`src/rtl/regfile_mp_if.sv`:
```
// regfile_mp_if -- port bundle for the multi-port register file.
//   wEn/write_sel/write_data : NUM_WRITE write ports, port k in slice k
//   read_sel                 : NUM_READ read selects, port j in slice j
//   read_data/read_busy      : combinational read results per read port
//   rsv_en/rsv_sel           : scoreboard reservation request
// Modports: master = issue/writeback side, slave = the register file.
interface regfile_mp_if #(
  parameter int DATA_WIDTH = 32,
  parameter int ADDR_WIDTH = 5,
  parameter int NUM_READ   = 2,
  parameter int NUM_WRITE  = 2
);
  logic [NUM_WRITE-1:0]            wEn;
  logic [NUM_WRITE*ADDR_WIDTH-1:0] write_sel;
  logic [NUM_WRITE*DATA_WIDTH-1:0] write_data;
  logic [NUM_READ*ADDR_WIDTH-1:0]  read_sel;
  logic [NUM_READ*DATA_WIDTH-1:0]  read_data;
  logic [NUM_READ-1:0]             read_busy;
  logic                            rsv_en;
  logic [ADDR_WIDTH-1:0]           rsv_sel;

  modport master (
    output wEn, write_sel, write_data, read_sel, rsv_en, rsv_sel,
    input  read_data, read_busy
  );

  modport slave (
    input  wEn, write_sel, write_data, read_sel, rsv_en, rsv_sel,
    output read_data, read_busy
  );
endinterface

```
`src/rtl/regfile_mp.sv`:
```
// regfile_mp -- parametrised multi-port integer register file with a
// per-register busy scoreboard.
//   clock : rising-edge clock
//   reset : asynchronous active-high; clears registers and busy bits and
//           forces all read outputs to zero while high
//   bus   : regfile_mp_if slave (write ports, read ports, reservation)
// Writes land on the clock edge (highest-index port wins on a shared
// target) and clear the target's busy bit; a reservation on the same
// register in the same cycle overrides that clear. Reads are combinational,
// optionally forwarding same-cycle writes (BYPASS). With ZERO_REG, register
// 0 reads zero/not-busy and drops writes and reservations.
module regfile_mp #(
  parameter int DATA_WIDTH = 32,
  parameter int ADDR_WIDTH = 5,
  parameter int NUM_READ   = 2,
  parameter int NUM_WRITE  = 2,
  parameter int BYPASS     = 1,
  parameter int ZERO_REG   = 1
) (
  input logic         clock,
  input logic         reset,
  regfile_mp_if.slave bus
);
  localparam int DEPTH = 2 ** ADDR_WIDTH;

  logic [DATA_WIDTH-1:0] regs_r [DEPTH];
  logic [DEPTH-1:0]      busy_r;

  logic [ADDR_WIDTH-1:0] wsel_s  [NUM_WRITE];
  logic [DATA_WIDTH-1:0] wdata_s [NUM_WRITE];
  logic                  wkeep_s [NUM_WRITE];
  logic                  rsv_keep_s;
  logic [ADDR_WIDTH-1:0] rsel_s  [NUM_READ];
  logic [DATA_WIDTH-1:0] rdata_s [NUM_READ];
  logic                  rbusy_s [NUM_READ];
  logic                  rhit_s  [NUM_READ];

  // Unpack write ports and drop anything aimed at a hardwired-zero register 0.
  always_comb begin
    for (int k = 0; k < NUM_WRITE; k++) begin
      wsel_s[k]  = bus.write_sel[k*ADDR_WIDTH +: ADDR_WIDTH];
      wdata_s[k] = bus.write_data[k*DATA_WIDTH +: DATA_WIDTH];
      if ((ZERO_REG != 0) && (wsel_s[k] == {ADDR_WIDTH{1'b0}})) begin
        wkeep_s[k] = 1'b0;
      end else begin
        wkeep_s[k] = bus.wEn[k];
      end
    end
    if ((ZERO_REG != 0) && (bus.rsv_sel == {ADDR_WIDTH{1'b0}})) begin
      rsv_keep_s = 1'b0;
    end else begin
      rsv_keep_s = bus.rsv_en;
    end
  end

  // Storage and scoreboard update; later ports override earlier ones, and
  // the reservation is applied last so a new producer beats a retiring one.
  always_ff @(posedge clock or posedge reset) begin
    if (reset) begin
      for (int i = 0; i < DEPTH; i++) begin
        regs_r[i] <= {DATA_WIDTH{1'b0}};
      end
      busy_r <= {DEPTH{1'b0}};
    end else begin
      for (int k = 0; k < NUM_WRITE; k++) begin
        if (wkeep_s[k]) begin
          regs_r[wsel_s[k]] <= wdata_s[k];
          busy_r[wsel_s[k]] <= 1'b0;
        end
      end
      if (rsv_keep_s) begin
        busy_r[bus.rsv_sel] <= 1'b1;
      end
    end
  end

  // Combinational read ports with optional same-cycle forwarding.
  always_comb begin
    bus.read_data = {(NUM_READ*DATA_WIDTH){1'b0}};
    bus.read_busy = {NUM_READ{1'b0}};
    for (int j = 0; j < NUM_READ; j++) begin
      rsel_s[j]  = bus.read_sel[j*ADDR_WIDTH +: ADDR_WIDTH];
      rdata_s[j] = regs_r[rsel_s[j]];
      rbusy_s[j] = busy_r[rsel_s[j]];
      rhit_s[j]  = 1'b0;
      if (BYPASS != 0) begin
        for (int k = 0; k < NUM_WRITE; k++) begin
          if (wkeep_s[k] && (wsel_s[k] == rsel_s[j])) begin
            rhit_s[j]  = 1'b1;
            rdata_s[j] = wdata_s[k];
          end else begin
            rhit_s[j]  = rhit_s[j];
          end
        end
      end else begin
        rhit_s[j] = 1'b0;
      end
      // A forwarded write retires the producer unless a new one is issued now.
      if (rhit_s[j]) begin
        rbusy_s[j] = rsv_keep_s && (bus.rsv_sel == rsel_s[j]);
      end else begin
        rbusy_s[j] = busy_r[rsel_s[j]];
      end
      if (reset || ((ZERO_REG != 0) && (rsel_s[j] == {ADDR_WIDTH{1'b0}}))) begin
        bus.read_data[j*DATA_WIDTH +: DATA_WIDTH] = {DATA_WIDTH{1'b0}};
        bus.read_busy[j] = 1'b0;
      end else begin
        bus.read_data[j*DATA_WIDTH +: DATA_WIDTH] = rdata_s[j];
        bus.read_busy[j] = rbusy_s[j];
      end
    end
  end
endmodule

```
`src/flat_wrapper.sv`:
```
// flat-port wrapper written by rule: the top's interface ports become plain ports
module regfile_mp_flat 
#(
  parameter int DATA_WIDTH = 32,
  parameter int ADDR_WIDTH = 5,
  parameter int NUM_READ   = 2,
  parameter int NUM_WRITE  = 2,
  parameter int BYPASS     = 1,
  parameter int ZERO_REG   = 1
)
  (clock, reset, bus_wEn, bus_write_sel, bus_write_data, bus_read_sel, bus_rsv_en, bus_rsv_sel, bus_read_data, bus_read_busy);
  regfile_mp_if #(.DATA_WIDTH(DATA_WIDTH), .ADDR_WIDTH(ADDR_WIDTH), .NUM_READ(NUM_READ), .NUM_WRITE(NUM_WRITE)) bus_i ();
  input logic clock;
  input logic reset;
  input wire logic [$bits(bus_i.wEn)-1:0] bus_wEn;
  input wire logic [$bits(bus_i.write_sel)-1:0] bus_write_sel;
  input wire logic [$bits(bus_i.write_data)-1:0] bus_write_data;
  input wire logic [$bits(bus_i.read_sel)-1:0] bus_read_sel;
  input wire logic [$bits(bus_i.rsv_en)-1:0] bus_rsv_en;
  input wire logic [$bits(bus_i.rsv_sel)-1:0] bus_rsv_sel;
  output wire logic [$bits(bus_i.read_data)-1:0] bus_read_data;
  output wire logic [$bits(bus_i.read_busy)-1:0] bus_read_busy;
  assign bus_i.wEn = bus_wEn;
  assign bus_i.write_sel = bus_write_sel;
  assign bus_i.write_data = bus_write_data;
  assign bus_i.read_sel = bus_read_sel;
  assign bus_i.rsv_en = bus_rsv_en;
  assign bus_i.rsv_sel = bus_rsv_sel;
  assign bus_read_data = bus_i.read_data;
  assign bus_read_busy = bus_i.read_busy;
  regfile_mp #(.DATA_WIDTH(DATA_WIDTH), .ADDR_WIDTH(ADDR_WIDTH), .NUM_READ(NUM_READ), .NUM_WRITE(NUM_WRITE), .BYPASS(BYPASS), .ZERO_REG(ZERO_REG)) u_core (.clock(clock), .reset(reset), .bus(bus_i));
endmodule
```
`config.mk`:
```
export PLATFORM = sky130hd
export DESIGN_NAME = regfile_mp_flat
export DESIGN_NICKNAME = d
export VERILOG_FILES = /design/src/rtl/regfile_mp_if.sv /design/src/rtl/regfile_mp.sv /design/src/flat_wrapper.sv
export SDC_FILE = /design/constraint.sdc
export NUM_CORES = 2
export LEC_CHECK = 0
export ABC_CLOCK_PERIOD_IN_PS = 65700
export CELL_PAD_IN_SITES_DETAIL_PLACEMENT = 0
export CELL_PAD_IN_SITES_GLOBAL_PLACEMENT = 1
export CORE_MARGIN = 4
export CORE_UTILIZATION = 40
export CTS_CLUSTER_DIAMETER = 80
export DETAILED_ROUTE_END_ITERATION = 12
export GPL_ROUTABILITY_DRIVEN = 0
export PLACE_DENSITY_LB_ADDON = 0.2
export SETUP_SLACK_MARGIN = 0.5
export SLEW_MARGIN = 20
export SYNTH_ARGS = -nofsm -noshare
export SYNTH_HDL_FRONTEND = slang
export SYNTH_SLANG_ARGS = --single-unit
```
`constraint.sdc`:
```
create_clock -name clock -period 65.7 [get_ports clock]
set_clock_uncertainty 0.05 [all_clocks]
set_input_delay 13.14 -clock clock [delete_from_list [all_inputs] [get_ports clock]]
set_output_delay 13.14 -clock clock [all_outputs]
set_load 0.02 [all_outputs]
```
==> impl_metrics.csv <==
group,metric,value,unit
sta,drv_slew,0,
global_routing,grt_use_total,34.44,%
cts,cts_buffers,121,
cts,root_buffer,"clkbuf_16",
sta,hold_viol,0,
pwr,p_clk_share,31.6,%
die,ioPinCount,160,
layout,seqCellArea,26430,sq um
logic_synthesis,syn-cell-area,66800,sq um
hold_path,holdPathStages,0,
setup_path,worstSetupEndpoint,"bus_read_data[16]",
setup_path,worstSetupPathType,"in2out",
global_routing,antenna_found_initial,12,
layout,nNetsFinal,6130,
routing,first_pass_iters,8,
global_routing,first_global_vias,51920,
setup_path,cp_max_fo,64,
routing,drc,0,
setup_path,crit_path_frequent_cell,"buf_4",
die,row_count,149,
setup_path,startpoint_type,"input port",
place,port_buffers,159,
die,die-area,173600,sq um
routing,wl,305400,microns
logic_synthesis,ys_ff_latch,1056,
logic_synthesis,synthAdderAreaFrac,0,%
sta,rsz0062_at_grt,"false",
layout,syn2layout_area_growth,11.05,%
logic_synthesis,synth_most_common_cell,"dfrtp_1",
setup_path,ff2ff_path_depth,3,
die,die_w,416.7,microns
place,hpwl,172300,microns
sta,fin_crit_sh,49.45,%
setup_path,r2r_start,"u_core.regs_r[875]$_DFF_PP0_",
pwr,peakVddDrop,0.02268,mV
setup_path,endpoint_kind,"output port",
logic_synthesis,muxShareOfSynthArea,33.93,%
logic_synthesis,synth_cell_types,65,
flow_run,maxCapViolCount,0,
setup_path,r2r_end,"u_core.regs_r[875]$_DFF_PP0_",
sta,fmax,30.78,MHz
logic_synthesis,syn_inst,6349,
routing,num_vias,54700,
die,coreArea,165500,sq um
cts,clockBufferDepth,3,
pwr,seq_power_share,42.6,%
setup_path,slowest_delay,910,ps
setup_path,crit_path_top_delay_cell,"nor4_1",
logic_synthesis,netlist_top_cells_count,"1056 x dfrtp_1, 1027 x mux2i_1, 712 x a21oi_1, 597 x nor2_1, 551 x nand2_1",
layout,layout-drive-gt1-share,18.32,%
logic_synthesis,yosysSeqAreaShare,39.56,%
logic_synthesis,yosys.area_share.simple,8.770,%
cts,hold_buffers,0,
layout,nFillCells,15390,
pwr,powerDensity,30.30,nW/um^2
pwr,power_frac_comb,25.8,%
logic_synthesis,synth_top_area_share,39.56,%
cts,cts_setup_buffers,0,
logic_synthesis,synthFlopType,"dfrtp_1",
global_routing,grt_overflow_total,0,
cts,htree_num_levels,3,
status,run_status,"complete, no violations",
logic_synthesis,yosys-top-cells-area,"dfrtp_1 40%, mux4_2 18%, mux2i_1 15%",
layout,fin_area,74180,sq um
routing,wl_per_cell,36.66,microns
global_routing,grt_max_degree,151,
cts,insertion_delay,790,ps
sta,setup_violations,0,
logic_synthesis,synth_xor_area_share,0.3934,%
setup_path,worstPathRequired,52510,ps
logic_synthesis,synth_top_family_by_area,"multiplexers",
place,dpl_cell_area,70120,sq um
setup_path,crit_chain,"clkdlybuf4s50_1 -> or2_1 -> or2_4 -> buf_4 -> nand4_4 -> nand2_2 -> buf_4 -> o22ai_1 -> nor4_1 -> buf_4 -> clkdlybuf4s50_1",
routing,vias_per_cell,6.566,
routing,antenna_left,0,
logic_synthesis,avgSynthCellArea,10.52,sq um
sta,slew_headroom,20.09,%
pwr,p_int,0.001531,W
logic_synthesis,synth_compound_area_share,12.11,%
cts,cts_resized,0,
cts,clkTransAtPathRegs,60,ps
pwr,total_power,0.002247,W
sta,timing.final.crit_period,32490,ps
cts,cts.sinks,1056,
hold_path,hp-class,"reg2reg",
sta,tightest_slew,1199,ps
die,floorplan.die.height,416.7,microns
cts,cts_tree,"built",
pwr,power_switching,0.0007168,W
logic_synthesis,yosys_warnings,0,
logic_synthesis,synth_edf_count,0,
pwr,switching_share,31.89,%
setup_path,critPathLaunch,"bus_write_sel[5]",
logic_synthesis,ys_async_sr_fraction,100.0,%
global_routing,grt_pass1_wl,424600,microns
pwr,p_leak,30.89,nW
setup_path,cp_data_arrival_time,19300,ps
logic_synthesis,yosysTopAreaCell,"dfrtp_1",
setup_path,r2r_slack,64680,ps
sta,setup_tns,0,ps
die,start_util,40.35,%
routing,dr.first_iter.drc_count,7681,
logic_synthesis,syn_nets,6443,
layout,multi_input_area,37430,sq um
cells in the final DEF, fill, tap and decap left out, types with 7 or more instances in the layout:
cell type | netlist | routed
nor4_1 | 22 | 22
clkbuf_8 | 0 | 35
a32oi_1 | 7 | 7
and3_1 | 27 | 25
buf_12 | 2 | 8
xnor2_1 | 11 | 11
clkbuf_1 | 509 | 31
a2111oi_0 | 8 | 8
inv_1 | 9 | 7
nor3_1 | 36 | 31
nand2_4 | 0 | 28
a221o_1 | 23 | 23
o211a_1 | 9 | 9
nand2b_1 | 12 | 12
a21oi_1 | 712 | 711
a22oi_1 | 121 | 121
a22o_1 | 8 | 8
nor2_4 | 20 | 43
nor3_2 | 6 | 7
dfrtp_1 | 1056 | 1056
o22ai_1 | 46 | 46
nor2_1 | 597 | 572
nand3_1 | 54 | 51
mux2_2 | 46 | 46
mux4_2 | 527 | 527
xor2_1 | 19 | 19
nor2b_1 | 12 | 9
a31oi_1 | 9 | 9
mux2i_1 | 1027 | 1027
clkinv_2 | 0 | 23
a221oi_1 | 9 | 9
clkbuf_16 | 0 | 123
nand2_1 | 551 | 520
buf_4 | 22 | 212
o21ai_0 | 472 | 472
clkdlybuf4s50_1 | 0 | 150
a32o_1 | 11 | 11
o221a_2 | 9 | 9
flip-flops by register name, summed over array words and instances, names as in the netlist:
| name | count |
|---|---|
| u_core.busy_r | 32 |
| u_core.regs_r | 1024 |
kinds of logic (layout without fill, tap and decap cells):
| kind of cell | count (synthesis) | after routing |
|---|---|---|
| other | 0 | 4 |
| AND/OR/NAND/NOR | 1378 | 1378 |
| AO/OA/AOI/OAI | 1456 | 1456 |
| multiplexers | 1600 | 1600 |
| XOR/XNOR | 30 | 30 |
| flip-flops | 1056 | 1056 |
| buffers and inverters | 829 | 617 |
critical path, delay by kind of cell:
family | cells | cell delay (ps)
buffers and inverters | 5 | 3110
and+or+nand+nor | 5 | 2750
AOI/OAI and AO/OA | 1 | 180
power groups by stage:
| stage | clock [W] | combinational, W | sequential [W] |
|---|---|---|---|
| floorplan | 0 | 0.000439 | 0.000914 |
| global placement | 0 | 0.000564 | 0.000953 |
| detailed placement | 0 | 0.000575 | 0.000960 |
| CTS | 0.000715 | 0.000575 | 0.000950 |
| global route | 0.000740 | 0.000624 | 0.000975 |
| finish | 0.000710 | 0.000579 | 0.000958 |
metrics by stage:
step | hold slack (ps) | instances | util, % | worst slack [ps]
floorplan | 391.3 | 6349 | - | 11450
global placement | 328.3 | 8095 | 42.26 | 33400
detailed placement | 332.3 | 8102 | 42.35 | 33410
CTS | 347.5 | 8326 | 44.80 | 33390
global route | 355.2 | 8329 | 44.81 | 33290
finish | 343.8 | 8330 | 44.81 | 33210
layout make-up:
type,count,area share (%)
repair buffers,383,4.688
inverters,10,0.06241
well taps,2189,3.692
diodes,4,0.01349
multi-input cells,4464,50.46
flip-flops and latches,1056,35.62
clock buffers,188,4.937
clock inverters,36,0.5212
how the worst min path moves through the flow:
stage | end | slack [ps] | startpoint
2_1_floorplan | u_core.busy_r[0]$_DFF_PP0_ | 390 | u_core.busy_r[0]$_DFF_PP0_
3_3_place_gp | u_core.regs_r[1009]$_DFF_PP0_ | 330 | u_core.regs_r[1009]$_DFF_PP0_
3_5_place_dp | u_core.regs_r[1013]$_DFF_PP0_ | 330 | u_core.regs_r[1013]$_DFF_PP0_
4_1_cts | u_core.regs_r[1016]$_DFF_PP0_ | 350 | u_core.regs_r[1016]$_DFF_PP0_
5_1_grt | u_core.regs_r[1013]$_DFF_PP0_ | 360 | u_core.regs_r[1013]$_DFF_PP0_
6_report | u_core.regs_r[1016]$_DFF_PP0_ | 340 | u_core.regs_r[1016]$_DFF_PP0_
routing by layer:
layer  part of all wire, %  vias up  GRT usage [%]
met5                 0.012        -              0
met4                   7.1        6          20.04
met3                   9.9      907          8.479
met2                    45     3400          52.41
met1                    38    27760          44.85
li1                      -    22630              -
No activity file was read; power rests on OpenSTA's default activity.
